## config.mk

```make
export PLATFORM = sky130hd
export DESIGN_NAME = hpf_dc_block
export DESIGN_NICKNAME = d
export VERILOG_FILES = /design/src/rtl/hpf_dc_block.sv
export SDC_FILE = /design/constraint.sdc
export NUM_CORES = 1
export LEC_CHECK = 0
export ABC_AREA = 0
export BUFFER_PORTS_ARGS = -buffer_cell sky130_fd_sc_hd__buf_2
export CAP_MARGIN = 25
export CELL_PAD_IN_SITES_DETAIL_PLACEMENT = 1
export CELL_PAD_IN_SITES_GLOBAL_PLACEMENT = 2
export CORE_MARGIN = 2
export CORE_UTILIZATION = 44
export CTS_BUF_LIST = sky130_fd_sc_hd__clkbuf_4 sky130_fd_sc_hd__clkbuf_8
export CTS_CLUSTER_DIAMETER = 100
export DETAILED_ROUTE_END_ITERATION = 6
export GPL_TIMING_DRIVEN = 0
export PLACE_DENSITY = 0.87
export REMOVE_ABC_BUFFERS = 1
export SLEW_MARGIN = 0
export SYNTH_ARGS = -nofsm -noshare
export SYNTH_HDL_FRONTEND = slang
export SYNTH_SLANG_ARGS = --single-unit
```

## constraint.sdc

```tcl
create_clock -name clk -period 12.4 [get_ports clk]
set_clock_uncertainty 0.15 [all_clocks]
set_input_delay 0.62 -clock clk [delete_from_list [all_inputs] [get_ports clk]]
set_output_delay 0.62 -clock clk [all_outputs]
set_load 0.01 [all_outputs]
```

## src/rtl/hpf_dc_block.sv

```systemverilog
// One-pole DC-blocking high-pass filter, y[n] = alpha*(y[n-1] + x[n] - x[n-1]),
// with alpha applied by a serial shift-add multiplier (one alpha bit per cycle).
module hpf_dc_block #(
    parameter int          WIDTH   = 10,
    parameter int          SCALE   = 15,
    parameter int unsigned ALPHA_Q = 31785,
    parameter int          SETTLE  = 16
) (
    input  logic                    clk,
    input  logic                    rst_n,
    input  logic                    clr,
    input  logic                    in_valid,
    output logic                    in_ready,
    input  logic signed [WIDTH-1:0] x_in,
    output logic                    out_valid,
    input  logic                    out_ready,
    output logic signed [WIDTH-1:0] y_out,
    output logic                    settled
);

    localparam logic [1:0] IDLE = 2'd0;
    localparam logic [1:0] MUL  = 2'd1;
    localparam logic [1:0] OUT  = 2'd2;

    localparam int SW = WIDTH + 2;
    localparam int AW = WIDTH + 2 + SCALE;
    localparam int KW = $clog2(SCALE + 1);
    localparam int CW = $clog2(SETTLE + 1);

    localparam logic [SCALE-1:0]      ALPHA_BITS = SCALE'(ALPHA_Q);
    localparam logic [KW-1:0]         K_LAST     = KW'(SCALE - 1);
    localparam logic [CW-1:0]         COUNT_MAX  = CW'(SETTLE);
    localparam logic signed [AW-1:0]  HALF       = {{(AW-SCALE){1'b0}}, 1'b1, {(SCALE-1){1'b0}}};
    localparam logic signed [WIDTH-1:0] Y_MAX    = {1'b0, {(WIDTH-1){1'b1}}};
    localparam logic signed [WIDTH-1:0] Y_MIN    = {1'b1, {(WIDTH-1){1'b0}}};

    logic [1:0]              state;
    logic signed [WIDTH-1:0] x_prev;
    logic signed [WIDTH-1:0] y_prev;
    logic signed [AW-1:0]    acc;
    logic signed [AW-1:0]    mcand;
    logic [KW-1:0]           k;
    logic [CW-1:0]           count;

    logic signed [SW-1:0]    s_in;
    logic signed [AW-1:0]    acc_add;
    logic signed [AW-1:0]    acc_rnd;
    logic signed [SW-1:0]    r_val;
    logic signed [WIDTH-1:0] y_sat;

    // Handshake: a transfer happens on a rising edge where valid and ready are both
    // high; valid never depends on ready, and y_out is held stable while out_valid waits.
    assign in_ready  = (state == IDLE);
    assign out_valid = (state == OUT);
    assign settled   = (count == COUNT_MAX);

    assign s_in = {{2{y_prev[WIDTH-1]}}, y_prev}
                + {{2{x_in[WIDTH-1]}}, x_in}
                - {{2{x_prev[WIDTH-1]}}, x_prev};

    always_comb begin
        acc_add = ALPHA_BITS[k] ? (acc + mcand) : acc;
        acc_rnd = acc_add + HALF;
        r_val   = SW'(acc_rnd >>> SCALE);
        if ((&r_val[SW-1:WIDTH-1]) || !(|r_val[SW-1:WIDTH-1])) begin
            y_sat = r_val[WIDTH-1:0];
        end else begin
            y_sat = r_val[SW-1] ? Y_MIN : Y_MAX;
        end
    end

    always_ff @(posedge clk or negedge rst_n) begin
        if (!rst_n) begin
            state  <= IDLE;
            x_prev <= '0;
            y_prev <= '0;
            y_out  <= '0;
            acc    <= '0;
            mcand  <= '0;
            k      <= '0;
            count  <= '0;
        end else if (clr) begin
            state  <= IDLE;
            x_prev <= '0;
            y_prev <= '0;
            y_out  <= '0;
            count  <= '0;
        end else begin
            case (state)
                IDLE: begin
                    if (in_valid) begin
                        x_prev <= x_in;
                        acc    <= '0;
                        mcand  <= {{(AW-SW){s_in[SW-1]}}, s_in};
                        k      <= '0;
                        state  <= MUL;
                    end
                end
                MUL: begin
                    // mcand carries s<<<k, so each cycle adds the next alpha bit's partial product
                    acc   <= acc_add;
                    mcand <= mcand << 1;
                    k     <= k + 1'b1;
                    if (k == K_LAST) begin
                        y_out  <= y_sat;
                        y_prev <= y_sat;
                        state  <= OUT;
                    end
                end
                OUT: begin
                    if (out_ready) begin
                        if (count != COUNT_MAX) begin
                            count <= count + 1'b1;
                        end
                        state <= IDLE;
                    end
                end
                default: state <= IDLE;
            endcase
        end
    end

endmodule

```

# [After elaboration in Yosys (flattened, before gate mapping)]
# Memories as Yosys holds them, arrays and structs flattened.
# Index checks and enable logic that the tools add are counted.
[op_classes] add_sub_neg=6 mul=0 div_mod_pow=0 magnitude_cmp=1 n_eq_ne=9 shift=0 n_mux=25 n_bitwise=1 reduce_logical=18
[op_table] cell="$pmux W27 S2" n=2
[op_table] cell="$mux W27" n=3
[op_table] cell="$mux W10" n=8
[op_table] cell="$add A27 B16 Y27 const B" n=1
[op_table] cell="$add A27 B27 Y27" n=1
[op_table] cell="$mux W5" n=4
[op_table] cell="$reduce_bool A2 Y1" n=8
[op_table] cell="$reduce_and A3 Y1" n=4
[op_table] cell="$sub A11 B10 Y12" n=1
[op_table] cell="$add A10 B10 Y11" n=1
[op_table] cell="$mux W2" n=4
[op_table] cell="$pmux W4 S2" n=1
[op_table] cell="$ne A3 B3 Y1 const B" n=2
[op_table] cell="$pmux W2 S3" n=1
[op_table] cell="$add A5 B1 Y5 const B" n=1
[op_table] cell="$eq A5 B5 Y1 const B" n=1
[op_table] cell="$lt A4 B5 Y1 const B" n=1
[op_table] cell="$ne A5 B5 Y1 const B" n=1
[op_table] cell="$add A4 B1 Y4 const B" n=1
[op_table] cell="$eq A4 B4 Y1 const B" n=1
[op_table] cell="$mux W4" n=1
[op_table] cell="$reduce_and A2 Y1" n=2
[op_table] cell="$ne A3 B2 Y1 const B" n=1
[op_table] cell="$reduce_or A3 Y1" n=1
[op_table] cell="other kinds (8)" n=8
[word_totals] regBits=85 latch_bits=0 ramBits=0 rom_bits=16 inputBits=15 output_inout_bits=13 wordCells=68 mem_count=1
[memory_table] memory="(name not given)" depth=16 width=1 read_ports=1 rd_ports_with_merged_regs=0 write_ports=0 line_no="62" text="acc_add = ALPHA_BITS[k] ? (acc + mcand) : acc;"

# [Depth between registers and ports, before layout]
# Gate-level depths: netlist of run 1.
[logic_depth] word_depth=11 depth_mapped=18 depth_no_buf=17

# [Least setup slack after synthesis of run 1]
# OpenSTA, ideal clock, no wires.
[synth_timing] path_type="flip-flop to flip-flop" startpoint="register acc[0]" endpoint="register y_prev[1]" setup_time_ps=78 arrival_ps=3885 required_ps=12172 slack_ps=8287 path_stages_with_launch=18 path_buffers=0 period_less_slack_ps=4113 path_cell_list="dfrtp_1 -> ha_1 -> fa_1 -> a211oi_2 -> o21ai_1 -> a21oi_4 -> a21oi_1 -> o21ai_0 -> nand2_1 -> ha_1 -> nand3_1 -> nor2_1 -> a41oi_1 -> nor3_1 -> nor3_2 -> mux2i_4 -> o211ai_2 -> o21ai_1"
[synth_between] elab_chain_len=10 word_cells_on_any_way=12 cone_classes="2 x add/sub; 6 x mux; 4 x reduce/logical"
[synth_rtl] element="from (decl)" line_no="40" text="logic signed [AW-1:0] acc;"
[synth_rtl] element="from (signal assigned)" line_no="78" text="acc <= '0;"
[synth_rtl] element="from (signal assigned)" line_no="93" text="acc <= '0;"
[synth_rtl] element="from (signal assigned)" line_no="101" text="acc <= acc_add;"
[synth_rtl] element="$add A27 B27 Y27" line_no="62"
[synth_rtl] element="$mux W27 (*)" line_no="62"
[synth_rtl] element="$add A27 B16 Y27 (*)" line_no="63" text="acc_rnd = acc_add + HALF;"
[synth_rtl] element="$reduce_or A3 Y1" line_no="65" text="if ((&r_val[SW-1:WIDTH-1]) || !(|r_val[SW-1:WIDTH-1])) begin"
[synth_rtl] element="$logic_not A1 Y1" line_no="65"
[synth_rtl] element="$logic_or A1 B1 Y1" line_no="65"
[synth_rtl] element="$mux W10 (*)" line_no="65"
[synth_rtl] element="$mux W10 (*)" line_no="104" text="if (k == K_LAST) begin"
[synth_rtl] element="$mux W10 (*)" line_no="89" text="case (state)"
[synth_rtl] element="$mux W10 (*)" line_no="82" text="end else if (clr) begin"
[synth_rtl] element="to (signal assigned)" line_no="106" text="y_prev <= y_sat;"
[synth_rtl] element="to (decl)" line_no="39" text="logic signed [WIDTH-1:0] y_prev;"
# Every way passes the cells marked *; elsewhere a longest branch is shown, timed or not. The select of a mux whose other input is x is not followed.
# A chain may end at the register's enable or synchronous reset.

# [Worst setup path in the final report of run 1]
[layout_timing] startpoint="register mcand[0]" endpoint="register y_prev[3]"
[layout_between] elab_chain_len=10 word_cells_on_any_way=12 cone_classes="2 x add/sub; 6 x mux; 4 x reduce/logical"
[layout_rtl] element="from (decl)" line_no="41" text="logic signed [AW-1:0] mcand;"
[layout_rtl] element="from (signal assigned)" line_no="94" text="mcand <= {{(AW-SW){s_in[SW-1]}}, s_in};"
[layout_rtl] element="from (signal assigned)" line_no="102" text="mcand <= mcand << 1;"
[layout_rtl] element="$add A27 B27 Y27 (*)" line_no="62"
[layout_rtl] element="$mux W27 (*)" line_no="62"
[layout_rtl] element="$add A27 B16 Y27 (*)" line_no="63"
[layout_rtl] element="$reduce_or A3 Y1" line_no="65"
[layout_rtl] element="$logic_not A1 Y1" line_no="65"
[layout_rtl] element="$logic_or A1 B1 Y1" line_no="65"
[layout_rtl] element="$mux W10 (*)" line_no="65"
[layout_rtl] element="$mux W10 (*)" line_no="104"
[layout_rtl] element="$mux W10 (*)" line_no="89"
[layout_rtl] element="$mux W10 (*)" line_no="82"
# Marks and branches as above.

==> results of run 1 <==
## where the power goes
| part | internal [mW] | leakage [nW] | switching (mW) |
|---|---|---|---|
| combinational | 0.318 | 1.99 | 0.531 |
| sequential | 0.342 | 1.13 | 0.0717 |
| clock | 0.0788 | 0.0846 | 0.105 |
| total | 0.739 | 3.21 | 0.708 |
## metal layers
| layer | wire (µm) | up-vias | part of all wire |
|---|---|---|---|
| met2 | 8623 | 75 | 0.48 |
| met3 | 390 | 19 | 0.022 |
| li1 | - | 2681 | - |
| met5 | 0 | - | 0 |
| met4 | 263 | 0 | 0.015 |
| met1 | 8750 | 2750 | 0.49 |
## logic make-up after synthesis
kind of cell / after synthesis / share of synthesized area
AOI/OAI and AO/OA: 254 / 0.2727
and+or+nand+nor: 198 / 0.1514
buffers and inverters: 94 / 0.06209
DFF: 85 / 0.3258
adders and majority gates: 55 / 0.1181
xor gates and xnor gates: 40 / 0.05366
muxes: 9 / 0.01629
## per-stage QoR
| step | setup WS, ns | cells |
|---|---|---|
| final | 7.335 | 937 |
| after global routing | 6.942 | 937 |
| after CTS | 7.390 | 936 |
| after detailed placement | 7.441 | 921 |
| after global placement | 6.945 | 914 |
| after floorplan | 7.942 | 703 |
## placed cells by master (no fill, tap or decap), types with 5 or more instances in the layout
master	Yosys	layout
dfrtp_1	85	85
nand2_1	76	76
a21oi_1	63	63
inv_1	62	62
o21ai_0	52	52
ha_1	44	44
nor2_1	43	43
a22o_1	31	31
buf_2	3	26
xnor2_1	25	25
nor3_1	16	16
xor2_1	15	15
o21ai_1	13	12
fa_1	11	11
nand3_1	10	10
clkbuf_8	2	10
a21o_1	9	9
o21a_1	9	9
a32oi_1	9	9
nand4_1	9	9
o211ai_1	5	5
a211oi_1	5	5
mux2i_1	5	5
a31oi_1	5	5
buf_4	2	5
## worst max-delay path: stages (launching register included)
cell and delay [ns]:
dfrtp_1 0.41, ha_1 0.24, fa_1 0.45, a211oi_2 0.28, o21ai_1 0.23, a21oi_4 0.29
a21oi_1 0.10, o21ai_0 0.38, nand2_1 0.15, ha_1 0.25, nand3_1 0.10, nor2_1 0.04
a41oi_1 0.48, nor3_1 0.20, nor3_2 0.35, mux2i_4 0.43, o211ai_2 0.24, o21ai_1 0.18
## flip-flops by register name, summed over array words and instances (netlist names)
name    cells
count       5
acc        27
k           4
y_prev     10
x_prev     10
mcand      27
state       2
## how the worst max path moves through the flow
stage              from   endpoint  slack [ns]
2_1_floorplan      k[0]  y_prev[1]        7.94
3_3_place_gp       k[0]  y_prev[2]        6.94
3_5_place_dp   mcand[0]  y_prev[1]        7.44
4_1_cts        mcand[0]  y_prev[3]        7.39
5_1_grt        mcand[0]  y_prev[3]        6.94
6_report       mcand[0]  y_prev[3]        7.33
## final cells by class
| type | count | area share |
|---|---|---|
| Clock inverter | 4 | 0.003563 |
| Sequential cell | 85 | 0.3029 |
| Multi-Input combinational cell | 556 | 0.5726 |
| Clock buffer | 11 | 0.02067 |
| Inverter | 62 | 0.03314 |
| Timing Repair Buffer | 35 | 0.03438 |
| Tap cell | 184 | 0.03278 |
==> metrics.txt, run 1 <==
TritonCTS buffer count=9; crit path kind=register to register; maximum vdd ir drop=0.07096 mV; DR vias/cell=5.896; Ports=28; Final ANT Viol Nets=0; PD cells=206.0 nW/µm²; Most Crowded Layer GR=met2; multi-input logic area=4021 µm²; wire length per cell=19.24 µm; WP data arrival=5.20 ns; r2r setup slk=7.33 ns; Mapped Avg Cell Area=8.883 µm²; initial antenna violation count=0; final setup fails=0; Setup crit end kind=register; Die Y=125.8 µm; ranking of synthesized cells by area=dfrtp_1 33%, ha_1 8.4%, a21oi_1 4.8%; clock slew at reported path FFs=0.09 ns; Final Critical Period=5.065 ns; P_leak=3.208 nW; Max Fclk=0.1974 GHz; register area=2127 µm²; I/O Buffers=27; ys flop type=dfrtp_1; Worst R2R Path Depth=17; vias in the first global route=5757; Fill cells=1754; H-tree depth=3; met1 usage=0.3321; Reg2Reg Launch Point=mcand[0]; Hold Crit Class=primary input to async pin; DR iter-0 viols=236; Slew Limit Fails=0; core area=14530 µm²; # rows=44; max-cap violations=0; number of synthesized register bits=85; hold buffer count at CTS=0; largest net degree at the start of global routing=47; total power=1.447 mW; Tightest Pin Transition=0.8758 ns; hold slack=0.06602 ns; clk buf depth=2; Mapped Cells=735; reg2reg end=y_prev[3]; DRT Pass-1 Iters=4; post-CTS sizing=0; net count reported at finish=819; layout cells sized above 1=0.1315; Fin. Hold Viols=0; Worst Path Required=12.54 ns; vias post-DR=5525; CP startpoint kind=register; fin util=0.4832; Placed Area=6845 µm²; RSZ-0062 raised after global routing=false; count leader, synth=dfrtp_1; crit share post-route=0.4085; Slew headroom=0.4149; cell taking the most area after synthesis=dfrtp_1; die area=15830 µm²; GRT overflow=0; GRT Total Usage=0.2362; M3 GR Usage=0.02167; Distinct cells, synth=85; grt met2 use=0.3905; clock root cell=clkbuf_8; setup_tns=0 ns; fin area=7023 µm²; postcts setup bufs=0; antenna cells=0; fraction of registers with async set/reset=1.000; Area Growth Syn to Fin=7.570%; post-synthesis cell area=6529 µm²; # DRC=0; TritonCTS clock tree=done; chip width=125.8 µm; Worst Path Max Fanout=9; Commonest cells post-synth=85 x dfrtp_1, 76 x nand2_1, 63 x a21oi_1; DRT Wirelength=18030 µm; first-pass GRT wire length=30150 µm; DPL Wire Length=14060 µm; Post-synth EDFFs=0; GPL Wtd Cong=0.8594; Seq/Total Area, Yosys=0.3258; Worst-Skew Late Latency=0.37 ns; Clock Sinks=85; Initial Util=0.4492; Warnings, synthesis=0; top-area cell type share of the netlist area=0.3258; status=completed
Power figures use the tool's default switching activity.
==> run 2: changes to the inputs <==
- CORE_UTILIZATION: 44 -> 37
- PLACE_DENSITY: 0.87 -> 0.77
- clock period: 12.4 -> 4.27 ns (I/O delays scaled with it)
==> metrics.txt, run 2 (synthesized netlist as in run 1, its figures left out) <==
DR vias/cell=5.593; clock power share=0.147; Reg2Reg Launch Point=mcand[7]; DR iter-0 viols=255; clock slew at reported path FFs=0.09 ns; CP startpoint kind=register; Worst-Skew Late Latency=0.39 ns; crit path kind=register to register; max-cap violations=0; vias post-DR=5733; vias in the first global route=5863; DRT Wirelength=19360 µm; WP data arrival=4.30 ns; DRT Pass-1 Iters=5; Seq pwr share=0.257; clk buf depth=2; TritonCTS buffer count=9; most frequent cells in the layout=76 x nand2_1, 75 x dfrtp_1, 62 x inv_1, 59 x a21oi_1, 49 x o21ai_0; commonest non-fill, non-tap cell in the layout=nand2_1; DPL Wire Length=14190 µm; Cell Int Power=2.609 mW; Tightest Pin Transition=0.8723 ns; fin util=0.4535; P_leak=3.454 nW; Max Fclk=0.2386 GHz; GPL Wtd Cong=0.8689; maximum vdd ir drop=0.2854 mV; reg2reg end=y_prev[4]; first-pass GRT wire length=30670 µm; core area=17300 µm²; Setup crit end kind=register; # DRC=0; layout cells sized above 1=0.2238; antenna cells=0; Initial Util=0.3775; sw frac=0.4617; # rows=48; hold slack=0.02297 ns; Final Critical Period=4.192 ns; I/O Buffers=27; Area Growth Syn to Fin=20.14%; TritonCTS clock tree=done; Worst R2R Path Depth=17; Worst Path Required=4.38 ns; Clock Sinks=85; top flop regs=acc: 27 flops, mcand: 27 flops; GRT overflow=0; status=completed; die area=18720 µm²; crit share post-route=0.9817; total power=4.847 mW; crit path to=y_prev[4]; r2r setup slk=0.08 ns; Hold Crit Class=primary input to register; largest net degree at the start of global routing=44; setup_tns=0 ns; Slew headroom=0.4172; wire length per cell=18.89 µm; initial antenna violation count=0; combinational share of power=0.596; PD cells=617.9 nW/µm²; Final ANT Viol Nets=0; Slew Limit Fails=0; Die Y=136.8 µm; Ports=28; Critical Path Source=mcand[7]; net count reported at finish=865; Sw Pwr=2.238 mW; GRT Total Usage=0.2104; chip width=136.8 µm; H-tree depth=3; Worst Path Max Fanout=8; final setup fails=0; clock root cell=clkbuf_8; Fin. Hold Viols=0
==> run 2: cell types whose count changed in the layout (fill, tap and decap cells not counted), sizes merged <==
cell and delta:
clkbuf -1, bufinv +3, buf +34, dlygate4sd3 +12
clkinvlp -1
==> run 2: layout make-up <==
class	instances	area (µm²)
fill	2001	9453
multi-input combinational	556	4327
sequential	85	2140
timing repair buffer	81	620.6
tap	225	281.5
inverter	62	232.7
clock buffer	10	131.4
clock inverter	6	111.4
==> run 2: critical path, stage by stage (launching register included) <==
cell,delay [ns]
dfrtp_2,0.46
ha_4,0.34
nand4_1,0.14
a2111o_1,0.33
or2_4,0.25
nand3b_1,0.18
xnor2_2,0.14
o21ai_2,0.16
ha_2,0.23
nand3_2,0.08
nor2_1,0.16
a41oi_2,0.06
buf_4,0.18
nor4_4,0.34
nand2_2,0.12
or4_4,0.46
a31oi_1,0.20
o31ai_1,0.08
==> run 2: per-stage QoR <==
| stage | cell area (µm²) | cells | setup WS [ns] |
|---|---|---|---|
| finish | 7844 | 1025 | 0.07828 |
| global route | 7844 | 1025 | -0.07485 |
| CTS | 7440 | 999 | 0.002601 |
| detailed placement | 6897 | 962 | -0.6418 |
| global placement | 6773 | 955 | -1.185 |
| floorplan | 6356 | 703 | -0.1883 |
==> run 2: layer usage <==
metal	GRT usage	vias up	routed length, µm
met5	0	-	0
met4	0.06644	0	308
met3	0.02667	17	313
met2	0.3356	57	9141
met1	0.2969	2889	9595
li1	-	2770	-
==> run 2: power groups by stage <==
stage	Combinational, mW	Sequential (mW)	Clock (mW)
after floorplan	1.78	1.14	0
after global placement	2.30	1.20	0
after detailed placement	2.42	1.22	0
after CTS	2.57	1.22	0.734
after global routing	3.16	1.27	0.759
final	2.89	1.25	0.712
==> run 2: worst min path at each step <==
stage               from        end  slack, ns  cells after the start
4_1_cts        out_ready   state[1]      0.005                      4
2_1_floorplan      rst_n     acc[0]      -0.23                      0
6_report       out_ready   state[1]       0.02                      4
3_5_place_dp       rst_n  x_prev[1]       0.11                      1
5_1_grt         in_valid   state[0]       0.04                      3
3_3_place_gp     x_in[3]  x_prev[3]       0.31                      2
==> run 2: timing repair <==
action / in CTS / in global routing
setup buffers: 9 / 25
hold endpoints to repair: 54 / 0
resized for setup: 22 / 45
pin swaps: 5 / 25
setup endpoints to repair: 10 / 9
hold buffers: 12 / 0
gates cloned: 0 / 0
